**src/rtl/arbiter_grant_mux_if.sv**
```systemverilog
// Handshake bundle between requesters, the arbiter grant and the output buffer drain.
// slave is the arbiter_grant_mux side; master drives the requester/grant/drain side.
interface arbiter_grant_mux_if #(
  parameter int unsigned P_REQUESTER_NUM = 4,
  parameter int unsigned P_DATA_W        = 32,
  parameter int unsigned P_ID_W          = $clog2(P_REQUESTER_NUM)
);
  logic [P_REQUESTER_NUM-1:0]          req_valid;
  logic [P_REQUESTER_NUM*P_DATA_W-1:0] req_data;
  logic [P_REQUESTER_NUM-1:0]          req_ready;
  logic [P_REQUESTER_NUM-1:0]          request;
  logic [P_REQUESTER_NUM-1:0]          grant_valid;
  logic                                grant_ready;
  logic                                m_valid;
  logic [P_DATA_W-1:0]                 m_data;
  logic [P_ID_W-1:0]                   m_id;
  logic                                m_ready;

  modport slave (
    input  req_valid, req_data, grant_valid, m_ready,
    output req_ready, request, grant_ready, m_valid, m_data, m_id
  );

  modport master (
    output req_valid, req_data, grant_valid, m_ready,
    input  req_ready, request, grant_ready, m_valid, m_data, m_id
  );
endinterface

```
**src/rtl/arbiter_grant_mux.sv**
```systemverilog
// Moves the granted requester's payload, tagged with its index, into a 2-entry output FIFO.
// Optional per-requester saturating grant counters under `ARBITER_GRANT_STATS_EN.
module arbiter_grant_mux #(
  parameter int unsigned  P_REQUESTER_NUM = 4,
  parameter int unsigned  P_DATA_W        = 32,
  parameter int unsigned  P_STAT_W        = 16,
  localparam int unsigned P_ID_W          = $clog2(P_REQUESTER_NUM)
) (
  input  logic                    clk,
  input  logic                    rst,
  arbiter_grant_mux_if.slave      bus,
  output logic                    grant_err,
  input  logic [P_ID_W-1:0]       stat_sel,
  output logic [P_STAT_W-1:0]     stat_cnt
);

  typedef struct packed {
    logic [P_ID_W-1:0]   id;
    logic [P_DATA_W-1:0] data;
  } entry_t;

  entry_t      mem_q [2];
  logic [1:0]  count_q, count_d;
  logic        rd_ptr_q, wr_ptr_q;
  logic        grant_err_q;

  logic                       grant_onehot;
  logic [P_ID_W-1:0]          grant_idx;
  logic                       grant_req_valid;
  logic [P_DATA_W-1:0]        grant_data;
  logic                       push, pop;

  always_comb begin
    grant_onehot    = (|bus.grant_valid) &&
                      ((bus.grant_valid & (bus.grant_valid - P_REQUESTER_NUM'(1))) == '0);
    grant_idx       = '0;
    grant_req_valid = 1'b0;
    grant_data      = '0;
    for (int unsigned i = 0; i < P_REQUESTER_NUM; i++) begin
      if (bus.grant_valid[i]) begin
        grant_idx       = P_ID_W'(i);
        grant_req_valid = bus.req_valid[i];
        grant_data      = bus.req_data[i*P_DATA_W +: P_DATA_W];
      end
    end
  end

  // No ready-through-pop: a full buffer refuses grants even while draining.
  assign bus.grant_ready = !rst && (count_q != 2'd2);
  assign bus.req_ready   = (bus.grant_ready && grant_onehot) ? bus.grant_valid : '0;
  assign bus.request     = bus.req_valid;

  assign push = bus.grant_ready && grant_onehot && grant_req_valid;
  assign pop  = bus.m_valid && bus.m_ready;

  assign bus.m_valid = (count_q != 2'd0);
  assign bus.m_data  = mem_q[rd_ptr_q].data;
  assign bus.m_id    = mem_q[rd_ptr_q].id;
  assign grant_err   = grant_err_q;

  always_comb begin
    count_d = count_q;
    if (push && !pop) begin
      count_d = count_q + 2'd1;
    end else if (pop && !push) begin
      count_d = count_q - 2'd1;
    end
  end

  always_ff @(posedge clk) begin
    if (rst) begin
      mem_q[0]    <= '0;
      mem_q[1]    <= '0;
      count_q     <= 2'd0;
      rd_ptr_q    <= 1'b0;
      wr_ptr_q    <= 1'b0;
      grant_err_q <= 1'b0;
    end else begin
      if (push) begin
        mem_q[wr_ptr_q] <= '{id: grant_idx, data: grant_data};
        wr_ptr_q        <= ~wr_ptr_q;
      end
      if (pop) begin
        rd_ptr_q <= ~rd_ptr_q;
      end
      count_q <= count_d;
      if ((|bus.grant_valid) && !grant_onehot) begin
        grant_err_q <= 1'b1;
      end
    end
  end

`ifdef ARBITER_GRANT_STATS_EN
  logic [P_STAT_W-1:0] stat_q [P_REQUESTER_NUM];

  always_ff @(posedge clk) begin
    if (rst) begin
      for (int unsigned i = 0; i < P_REQUESTER_NUM; i++) begin
        stat_q[i] <= '0;
      end
    end else begin
      for (int unsigned i = 0; i < P_REQUESTER_NUM; i++) begin
        if (push && (grant_idx == P_ID_W'(i)) && (stat_q[i] != '1)) begin
          stat_q[i] <= stat_q[i] + P_STAT_W'(1);
        end
      end
    end
  end

  always_comb begin
    stat_cnt = '0;
    if (32'(stat_sel) < P_REQUESTER_NUM) begin
      stat_cnt = stat_q[stat_sel];
    end
  end
`else
  logic unused_stat_sel;
  assign unused_stat_sel = ^stat_sel;
  assign stat_cnt        = '0;
`endif

endmodule

```
**src/flat_wrapper.sv**
```systemverilog
// flat-port wrapper written by rule: the top's interface ports become plain ports
module arbiter_grant_mux_flat 
#(
  parameter int unsigned  P_REQUESTER_NUM = 4,
  parameter int unsigned  P_DATA_W        = 32,
  parameter int unsigned  P_STAT_W        = 16,
  localparam int unsigned P_ID_W          = $clog2(P_REQUESTER_NUM)
)
  (clk, rst, grant_err, stat_sel, stat_cnt, bus_req_valid, bus_req_data, bus_grant_valid, bus_m_ready, bus_req_ready, bus_request, bus_grant_ready, bus_m_valid, bus_m_data, bus_m_id);
  arbiter_grant_mux_if #(.P_REQUESTER_NUM(P_REQUESTER_NUM), .P_DATA_W(P_DATA_W)) bus_i ();
  input  logic clk;
  input  logic rst;
  output logic grant_err;
  input  logic [P_ID_W-1:0] stat_sel;
  output logic [P_STAT_W-1:0] stat_cnt;
  input wire logic [$bits(bus_i.req_valid)-1:0] bus_req_valid;
  input wire logic [$bits(bus_i.req_data)-1:0] bus_req_data;
  input wire logic [$bits(bus_i.grant_valid)-1:0] bus_grant_valid;
  input wire logic [$bits(bus_i.m_ready)-1:0] bus_m_ready;
  output wire logic [$bits(bus_i.req_ready)-1:0] bus_req_ready;
  output wire logic [$bits(bus_i.request)-1:0] bus_request;
  output wire logic [$bits(bus_i.grant_ready)-1:0] bus_grant_ready;
  output wire logic [$bits(bus_i.m_valid)-1:0] bus_m_valid;
  output wire logic [$bits(bus_i.m_data)-1:0] bus_m_data;
  output wire logic [$bits(bus_i.m_id)-1:0] bus_m_id;
  assign bus_i.req_valid = bus_req_valid;
  assign bus_i.req_data = bus_req_data;
  assign bus_i.grant_valid = bus_grant_valid;
  assign bus_i.m_ready = bus_m_ready;
  assign bus_req_ready = bus_i.req_ready;
  assign bus_request = bus_i.request;
  assign bus_grant_ready = bus_i.grant_ready;
  assign bus_m_valid = bus_i.m_valid;
  assign bus_m_data = bus_i.m_data;
  assign bus_m_id = bus_i.m_id;
  arbiter_grant_mux #(.P_REQUESTER_NUM(P_REQUESTER_NUM), .P_DATA_W(P_DATA_W), .P_STAT_W(P_STAT_W)) u_core (.clk(clk), .rst(rst), .bus(bus_i), .grant_err(grant_err), .stat_sel(stat_sel), .stat_cnt(stat_cnt));
endmodule
```
**config.mk**
```make
export PLATFORM = sky130hd
export DESIGN_NAME = arbiter_grant_mux_flat
export DESIGN_NICKNAME = d
export VERILOG_FILES = /design/src/rtl/arbiter_grant_mux_if.sv /design/src/rtl/arbiter_grant_mux.sv /design/src/flat_wrapper.sv
export SDC_FILE = /design/constraint.sdc
export NUM_CORES = 1
export LEC_CHECK = 0
export ABC_CLOCK_PERIOD_IN_PS = 5850
export BUFFER_PORTS_ARGS = -buffer_cell sky130_fd_sc_hd__buf_4
export CELL_PAD_IN_SITES_DETAIL_PLACEMENT = 1
export CELL_PAD_IN_SITES_GLOBAL_PLACEMENT = 2
export CORE_UTILIZATION = 29
export CTS_BUF_LIST = sky130_fd_sc_hd__clkbuf_16
export CTS_CLUSTER_DIAMETER = 200
export DETAILED_ROUTE_END_ITERATION = 10
export PLACE_DENSITY_LB_ADDON = 0.25
export SYNTH_ARGS = -nofsm -noshare
export SYNTH_HDL_FRONTEND = slang
export SYNTH_SLANG_ARGS = --single-unit
```
**constraint.sdc**
```tcl
create_clock -name clk -period 5.85 [get_ports clk]
set_clock_uncertainty 0.1 [all_clocks]
set_input_delay 1.17 -clock clk [delete_from_list [all_inputs] [get_ports clk]]
set_output_delay 1.17 -clock clk [all_outputs]
set_load 0.01 [all_outputs]
```
==> impl_metrics.ini, run 1 <==
[status]
status = completed

[cts]
ctsResizeCount = 0
cts_setup_buffers = 0
cts_buffers = 9
root_buffer = clkbuf_16
insertion_delay_ns = 0.33
clockBufferDepth = 2
hold_buffers = 0
cts_tree = built
cts.htree.levels = 3
clk_pin_slew_ns = 0.05
cts_sinks = 74

[timing]
holdWs_ns = 0.349
slew_viol_final = 0
setup_violations = 0
slew_headroom_pct = 35.5
timing.fmax_mhz = 243
finalCritPeriodShare_pct = 70.4
tightest_slew_ns = 0.968
finalCriticalPeriod_ns = 4.12
rsz0062_at_grt = no
fin_setup_tns_ns = 0
finalHoldViolations = 0

[routing]
vias_per_cell = 4.96
route.vias.total = 3672
first_pass_iters = 5
antenna_left = 0
drt-initial-drc-count = 94
wl_per_cell_um = 17.8
drc = 0
wirelength_mm = 13.2

[synthesis]
ys_top_cells_by_area = edfxtp_1 49%, mux2_2 9.2%, nor2_1 8.6%
synth_seq_cells = 74
yosys_warnings = 0
synth.yosys.seq_area_share_pct = 52.0
synth_top_area_share_pct = 49.1
syn_inst = 398
synth_area_per_cell_um2 = 10.4
synth.cell_area_um2 = 4160
synth_top_area_cell = edfxtp_1
ys_types = 33

[setup_path]
worst-endpoint-arrival_ns = 3.97
r2r_start = u_core.count_q[0]
critPathRequiredTime_ns = 5.71
crit_path_end_kind = flop
startpoint = bus_grant_valid[1]
worst-setup-path-type = in -> reg
path_max_fanout = 38
crit_path_start_kind = input port

[power]
totalPowerFinal_uw = 1630
p_sw_uw = 470
ir_worst_vdd_v = 0.000125
p_per_area_nw_per_um2 = 283
pwr-share-comb_pct = 29.2
p_clk_share_pct = 29.2
pwr-share-seq_pct = 41.6
power.internal_uw = 1160
swShare_pct = 28.8
leakage_uw = 0.00244

[floorplan]
start_util_pct = 29.8
num_rows = 43
die_width_um = 122
core_region_area_um2 = 13900
io_pins = 202
die_area_um2 = 14800
die-height_um = 122

[cells_and_area]
synthToLayoutAreaGrowth_pct = 38.8
layout_commonest_cell = buf_4
num_antenna_cells = 0
final_cell_mix = 186 x buf_4, 95 x nor2_1, 68 x edfxtp_1
drive_above_1_share_pct = 44.6
stdcell_count = 741
layout.nets = 698

[grt]
grt_max_degree = 40
antenna_found_initial = 0
grt_pass1_vias = 3759
grt_pass1_wl_mm = 19.8
grt_usage_pct = 18.0
grt_overflow = 0

[place]
place_congestion = 0.713
dp_cells = 725
port-buffer-count = 183
dp_hpwl_mm = 8.97

[hold_path]
min_from = u_core.grant_err
hold_class = reg -> reg

[run]
max_cap_violations = 0
[layer usage]
metal  track usage [%]  routed length (um)
met2              32.8                6740
met5                 0                   0
met4              7.10                 242
met3              3.23                 780
met1              20.7                5440
[cells in the mapped netlist]
library cell and count:
conb_1 1, a21oi_1 36, buf_6 6, o21ai_0 2, o31ai_1 1, clkbuf_1 24
nor3_1 32, and3_1 4, inv_1 2, a221oi_1 33, or2_2 1, and2_1 1
nor2_1 95, or3_1 1, edfxtp_1 68, nor2b_1 1, nand3_4 1, nor2_2 10
buf_1 2, nand3b_4 1, o22ai_4 1, nand2_1 1, buf_2 2, nand2b_1 4
buf_4 20, ha_1 1, dfxtp_1 6, xor2_1 3, mux2_2 34, clkinv_1 1
or2_1 1, maj3_2 1, o311a_2 1
[layout make-up]
class	count	area (um2)
fillers	1581	8170
flip-flops and latches	74	2160
inverters	3	11.3
multi-input cells	282	1720
clock buffers	9	225
clock inverters	7	27.5
well taps	180	225
repair buffers	186	1400
[worst paths after layout]
kind / end / slack, ns / cells past startpoint
worst min-delay path: u_core.grant_err / 0.35 / 2
worst max-delay path: u_core.mem_q[0][21] / 1.73 / 7
worst min register to register: u_core.grant_err / 0.35 / 2
worst max register to register: u_core.mem_q[0][21] / 2.74 / 5
[state kept, by name, summed over array words and instances (netlist names), named ones only]
register / cells
u_core.count_q: 2
u_core.grant_err: 1
u_core.mem_q: 68
u_core.rd_ptr_q: 1
u_core.wr_ptr_q: 1
[critical path, cell delays in order]
cell and delay, ns:
buf_4 0.26, nor2b_2 0.15, buf_4 0.39, a221oi_1 0.16, nor2_1 0.38, nand3b_4 0.51, nand2b_2 0.92
[per-stage QoR]
step	area (um2)	worst slack, ns	utilization [%]
2_1_floorplan	4210	2.31	-
3_3_place_gp	5520	1.46	39.6
3_5_place_dp	5520	1.31	39.6
4_1_cts	5770	1.66	41.4
5_1_grt	5770	1.47	41.4
6_report	5770	1.73	41.4
[power by group through the flow]
stage | registers (uW) | clock network [uW] | logic [uW]
global route | 688 | 502 | 516
detailed placement | 693 | 0 | 484
floorplan | 649 | 0 | 291
finish | 679 | 477 | 476
CTS | 681 | 488 | 486
global placement | 688 | 0 | 477
[cells by family (layout without fill, tap and decap cells)]
| family | after synthesis | count (layout) | share of synthesized area [%] |
|---|---|---|---|
| AO/OA/AOI/OAI | 74 | 74 | 12.5 |
| adder cells (fa/ha/maj) | 2 | 2 | 0.572 |
| AND/OR/NAND/NOR | 153 | 153 | 16.9 |
| other | 1 | 16 | 0.0902 |
| XOR/XNOR | 3 | 3 | 0.632 |
| flip-flops | 74 | 74 | 52.0 |
| buffers and inverters | 57 | 205 | 8.10 |
| multiplexers | 34 | 34 | 9.21 |
(Power assumes the default switching activity.)
==> run 2, diff against run 1 <==
- ABC_AREA: unset -> 1
- ABC_CLOCK_PERIOD_IN_PS: 5850 -> 4050
- CORE_UTILIZATION: 29 -> 28
- clock period: 5.85 -> 4.05 ns (I/O delays scaled with it)
==> impl_metrics.ini, run 2 <==
[synthesis]
synth_top_family_by_area = simple AND/OR/NAND/NOR gates
synth_top_area_share_pct = 45.0
ys_top_cells_by_area = edfxtp_1 45%, mux2_2 8.4%, nor2_4 7.4%
ys_types = 31
synthArstFlopShare_pct = 0
synth.yosys.seq_area_share_pct = 47.6
synth-edff-count = 68
synth_common_cells = 68 x edfxtp_1, 65 x nand3_1, 47 x nor2_1, 42 x nand2_1, 38 x a21oi_1
synth_fa_ha_area_share_pct = 0.276
yosys_warnings = 0
synth_mux_area_share_pct = 8.43
synth_area_per_cell_um2 = 10.2
synth_seq_cells = 74
synth-simple-area-share_pct = 25.7
syn_inst = 447
synthXorXnorAreaFrac_pct = 0
synth_compound_area_share_pct = 8.51
synth_most_common_cell = edfxtp_1
synthFlopType = edfxtp_1
synth.cell_area_um2 = 4540
synth_top_area_cell = edfxtp_1

[setup_path]
r2r_start = u_core.count_q[0]
crit_chain = buf_4 -> nor2_4 -> nand2_1 -> nand3_1 -> nand2_2 -> clkinv_2 -> nor2_8 -> nand2_8 -> buf_4 -> nor2_4
crit_path_start_kind = input port
critPathTopFamily = simple AND/OR/NAND/NOR gates
worst-setup-path-type = in -> reg
path_max_fanout = 37
critPathSlowestCell = nor2_4
r2r-end = u_core.mem_q[0][25]
critPathRequiredTime_ns = 4.01
worst-endpoint-arrival_ns = 3.19
crit_path_end_kind = flop
reg2regPathDepth = 7
ff2ff_setup_slack_ns = 1.97
slowest_delay_ns = 0.83
critPathBufInv = 3
worstSetupPathDepth = 10

[floorplan]
num_rows = 46
start_util_pct = 28.6
die-height_um = 129
die_area_um2 = 16700
core_region_area_um2 = 15900
io_pins = 202
die_width_um = 129

[power]
leakage_uw = 0.00259
p_per_area_nw_per_um2 = 374
ir_worst_vdd_v = 0.000234

[routing]
route.vias.total = 3855
drt-initial-drc-count = 136
wl_per_cell_um = 17.5
vias_per_cell = 4.63
wirelength_mm = 14.6
drc = 0
first_pass_iters = 4
antenna_left = 0

[grt]
grt_pass1_vias = 4065
grt_pass1_wl_mm = 22.0
grt_usage_pct = 17.5
grt_overflow = 0
antenna_found_initial = 0
grt_max_degree = 38

[hold_path]
hold_class = reg -> reg
min_to = u_core.grant_err
min_from = u_core.grant_err
min_path_cells = 2

[cts]
ctsResizeCount = 0
cts_buffers = 9
cts_sinks = 74
cts_tree = built
clockBufferDepth = 2
cts_setup_buffers = 0
hold_buffers = 0
insertion_delay_ns = 0.33
clk_pin_slew_ns = 0.06
cts.htree.levels = 3
root_buffer = clkbuf_16

[place]
dp_hpwl_mm = 10.1
port-buffer-count = 183
place_congestion = 0.734
preCtsSetupSlack_ns = 0.439

[cells_and_area]
layout.nets = 754
fill_cells = 1857
largest_register_ffs = 68
final_cell_mix = 189 x buf_4, 68 x edfxtp_1, 65 x nand3_1
regMostFlops = u_core.mem_q
synthToLayoutAreaGrowth_pct = 37.9
drive_above_1_share_pct = 46.7
num_antenna_cells = 0
reg_top3 = u_core.mem_q (68), u_core.count_q (2)
layout_commonest_cell = buf_4

[timing]
slew_viol_final = 0
rsz0062_at_grt = no
slew_headroom_pct = 34.4
finalHoldViolations = 0
finalCriticalPeriod_ns = 3.23
layout_setup_ws_ns = 0.821
timing.fmax_mhz = 310
tightest_slew_ns = 0.982
finalCritPeriodShare_pct = 79.7
setup_violations = 0
fin_setup_tns_ns = 0

[run]
max_cap_violations = 0

[status]
status = completed
run 2: changes by cell type after synthesis, sizes merged, moves of 23 or more:
cell and delta:
o21ai +34, nor2 -23, nor3 -32, nand2 +46, nand3 +66, a221oi -33
run 2: worst max path at each step:
stage / from / end / slack, ns
2_1_floorplan: bus_grant_valid[0] / u_core.mem_q[1][0] / 1.24
3_3_place_gp: bus_grant_valid[2] / u_core.mem_q[0][15] / 0.48
3_5_place_dp: bus_grant_valid[2] / u_core.mem_q[0][13] / 0.44
4_1_cts: bus_grant_valid[2] / u_core.mem_q[0][13] / 0.79
5_1_grt: bus_grant_valid[2] / u_core.mem_q[0][13] / 0.61
6_report: bus_grant_valid[2] / u_core.mem_q[0][13] / 0.82
run 2: logic make-up (layout without fill, tap and decap cells):
| logic type | after synthesis | after routing |
|---|---|---|
| AO/OA/AOI/OAI | 75 | 75 |
| adder cells (fa/ha/maj) | 1 | 1 |
| buffers and inverters | 64 | 219 |
| flip-flops | 74 | 74 |
| multiplexers | 34 | 34 |
| other | 1 | 16 |
| AND/OR/NAND/NOR | 198 | 198 |
run 2: worst register-to-register path: stages, from the launching register on:
cell and delay (ns):
dfxtp_1 0.30, inv_1 0.10, a21oi_4 0.24, nand4_4 0.16
nor2_8 0.18, nand2_8 0.24, nand2_2 0.14, buf_4 0.28
run 2: where the power goes:
part / leakage, uW / internal, uW / switching, uW / total (uW)
clock network: 0.000149 / 538 / 315 / 853
registers: 0.000755 / 888 / 41.0 / 929
logic: 0.00168 / 275 / 285 / 559
run 2: stage by stage:
stage          power (uW)  util, %  cells  hold slack (ns)  cell area [um2]
3_5_place_dp         1510     37.4    817            0.338             5940
3_3_place_gp         1500     37.4    817            0.340             5940
5_1_grt              2440     39.4    833            0.371             6260
4_1_cts              2370     39.4    833            0.348             6260
6_report             2340     39.4    833            0.347             6260
2_1_floorplan        1250        -    462            0.347             4600
run 2: layout make-up:
| cell class | count | area (um2) | share of cell area, % |
|---|---|---|---|
| clock inverters | 7 | 92.6 | 1.48 |
| well taps | 216 | 270 | 4.32 |
| multi-input cells | 324 | 2020 | 32.2 |
| clock buffers | 9 | 225 | 3.60 |
| inverters | 13 | 52.6 | 0.839 |
| flip-flops and latches | 74 | 2160 | 34.6 |
| repair buffers | 190 | 1440 | 23.0 |
run 2: metal layers:
layer  GRT usage (%)  vias up  routed length [um]
met5               0        -                   0
li1                -     1854                   -
met1            21.4     1892                6220
met2            32.4       99                7720
met4            4.84        0                 119
met3            1.90       10                 542
==> run 3, diff against run 2 <==
- ABC_CLOCK_PERIOD_IN_PS: 4050 -> 3070
- clock period: 4.05 -> 3.07 ns (I/O delays scaled with it)
==> impl_metrics.ini, run 3 (synthesis results as in run 2) <==
[place]
place_congestion = 0.699
preCtsSetupSlack_ns = 0.321
dp_hpwl_mm = 10.0
port-buffer-count = 183

[power]
pwr-share-seq_pct = 40.5
ir_worst_vdd_v = 0.000302
swShare_pct = 27.6
power.internal_uw = 2170
leakage_uw = 0.00261
p_clk_share_pct = 34.3
p_sw_uw = 827
p_per_area_nw_per_um2 = 477
pwr-share-comb_pct = 25.2

[timing]
finalCriticalPeriod_ns = 2.55
rsz0062_at_grt = no
tightest_slew_ns = 0.626
layout_setup_ws_ns = 0.525
holdWs_ns = 0.347
finalHoldViolations = 0
setup_violations = 0
slew_headroom_pct = 58.3
fin_setup_tns_ns = 0
timing.fmax_mhz = 393
finalCritPeriodShare_pct = 82.9
slew_viol_final = 0

[grt]
antenna_found_initial = 0
grt_pass1_wl_mm = 21.3
grt_max_degree = 38
grt_pass1_vias = 4006
grt_overflow = 0
grt_usage_pct = 17.0

[cts]
insertion_delay_ns = 0.32
root_buffer = clkbuf_16
cts_buffers = 9
ctsResizeCount = 0
hold_buffers = 0
clockBufferDepth = 2
cts_sinks = 74
cts_setup_buffers = 0
clk_pin_slew_ns = 0.05
cts_tree = built
cts.htree.levels = 3

[routing]
antenna_left = 0
route.vias.total = 3861
drc = 0
first_pass_iters = 4
vias_per_cell = 4.61
wl_per_cell_um = 16.8
drt-initial-drc-count = 159
wirelength_mm = 14.1

[cells_and_area]
layout.nets = 758
reg_top3 = u_core.mem_q (68), u_core.count_q (2)
num_antenna_cells = 0
synthToLayoutAreaGrowth_pct = 38.4
layout_commonest_cell = buf_4
final_cell_mix = 192 x buf_4, 68 x edfxtp_1, 65 x nand3_1
drive_above_1_share_pct = 47.0
largest_register_ffs = 68
regMostFlops = u_core.mem_q

[floorplan]
die_area_um2 = 16700
num_rows = 46
start_util_pct = 28.6
core_region_area_um2 = 15900
die_width_um = 129
io_pins = 202
die-height_um = 129

[setup_path]
worst-setup-path-type = reg -> out
worst-endpoint-arrival_ns = 1.83
crit_path_end_kind = primary output
crit_path_start_kind = flop
path_max_fanout = 23
critPathRequiredTime_ns = 2.36

[run]
max_cap_violations = 0

[hold_path]
hold_class = reg -> reg

[status]
status = completed
-- run 3: final timing paths --
kind                                         from                   to  slack [ns]  depth (start not counted)
worst max-delay path                         flop       bus_m_data[12]        0.52                          3
worst min-delay path             u_core.grant_err     u_core.grant_err        0.35                          2
worst max register to register  u_core.count_q[0]  u_core.mem_q[1][17]        1.10                          7
worst min register to register   u_core.grant_err     u_core.grant_err        0.35                          2
-- run 3: layout make-up --
class / instances / area [um2]
Clock buffer: 9 / 225
Clock inverter: 7 / 71.3
Fill cell: 1836 / 9600
Inverter: 13 / 52.6
Multi-Input combinational cell: 324 / 2020
Sequential cell: 74 / 2160
Tap cell: 216 / 270
Timing Repair Buffer: 194 / 1480
-- run 3: through the flow --
stage / instances / power, uW / util, % / cell area, um2
6_report: 837 / 3000 / 39.5 / 6280
5_1_grt: 837 / 3140 / 39.5 / 6280
4_1_cts: 837 / 3040 / 39.5 / 6280
3_5_place_dp: 821 / 2010 / 37.7 / 5990
3_3_place_gp: 821 / 1990 / 37.7 / 5990
2_1_floorplan: 462 / 1650 / - / 4600
-- run 3: power groups by stage --
stage	clock network, uW	registers (uW)	logic, uW
2_1_floorplan	0	1210	444
3_3_place_gp	0	1230	757
3_5_place_dp	0	1240	768
4_1_cts	1050	1220	771
5_1_grt	1100	1220	817
6_report	1030	1210	754
-- run 3: worst max-delay path: stages, from the launching register on --
cell and delay, ns:
dfxtp_2 0.72, buf_4 0.29, mux2_2 0.35, buf_4 0.15
-- run 3: routing by layer --
layer	wire [um]	global-route usage, %
met1	5970	20.7
met2	7370	31.0
met3	591	2.93
met4	139	4.08
met5	0	0
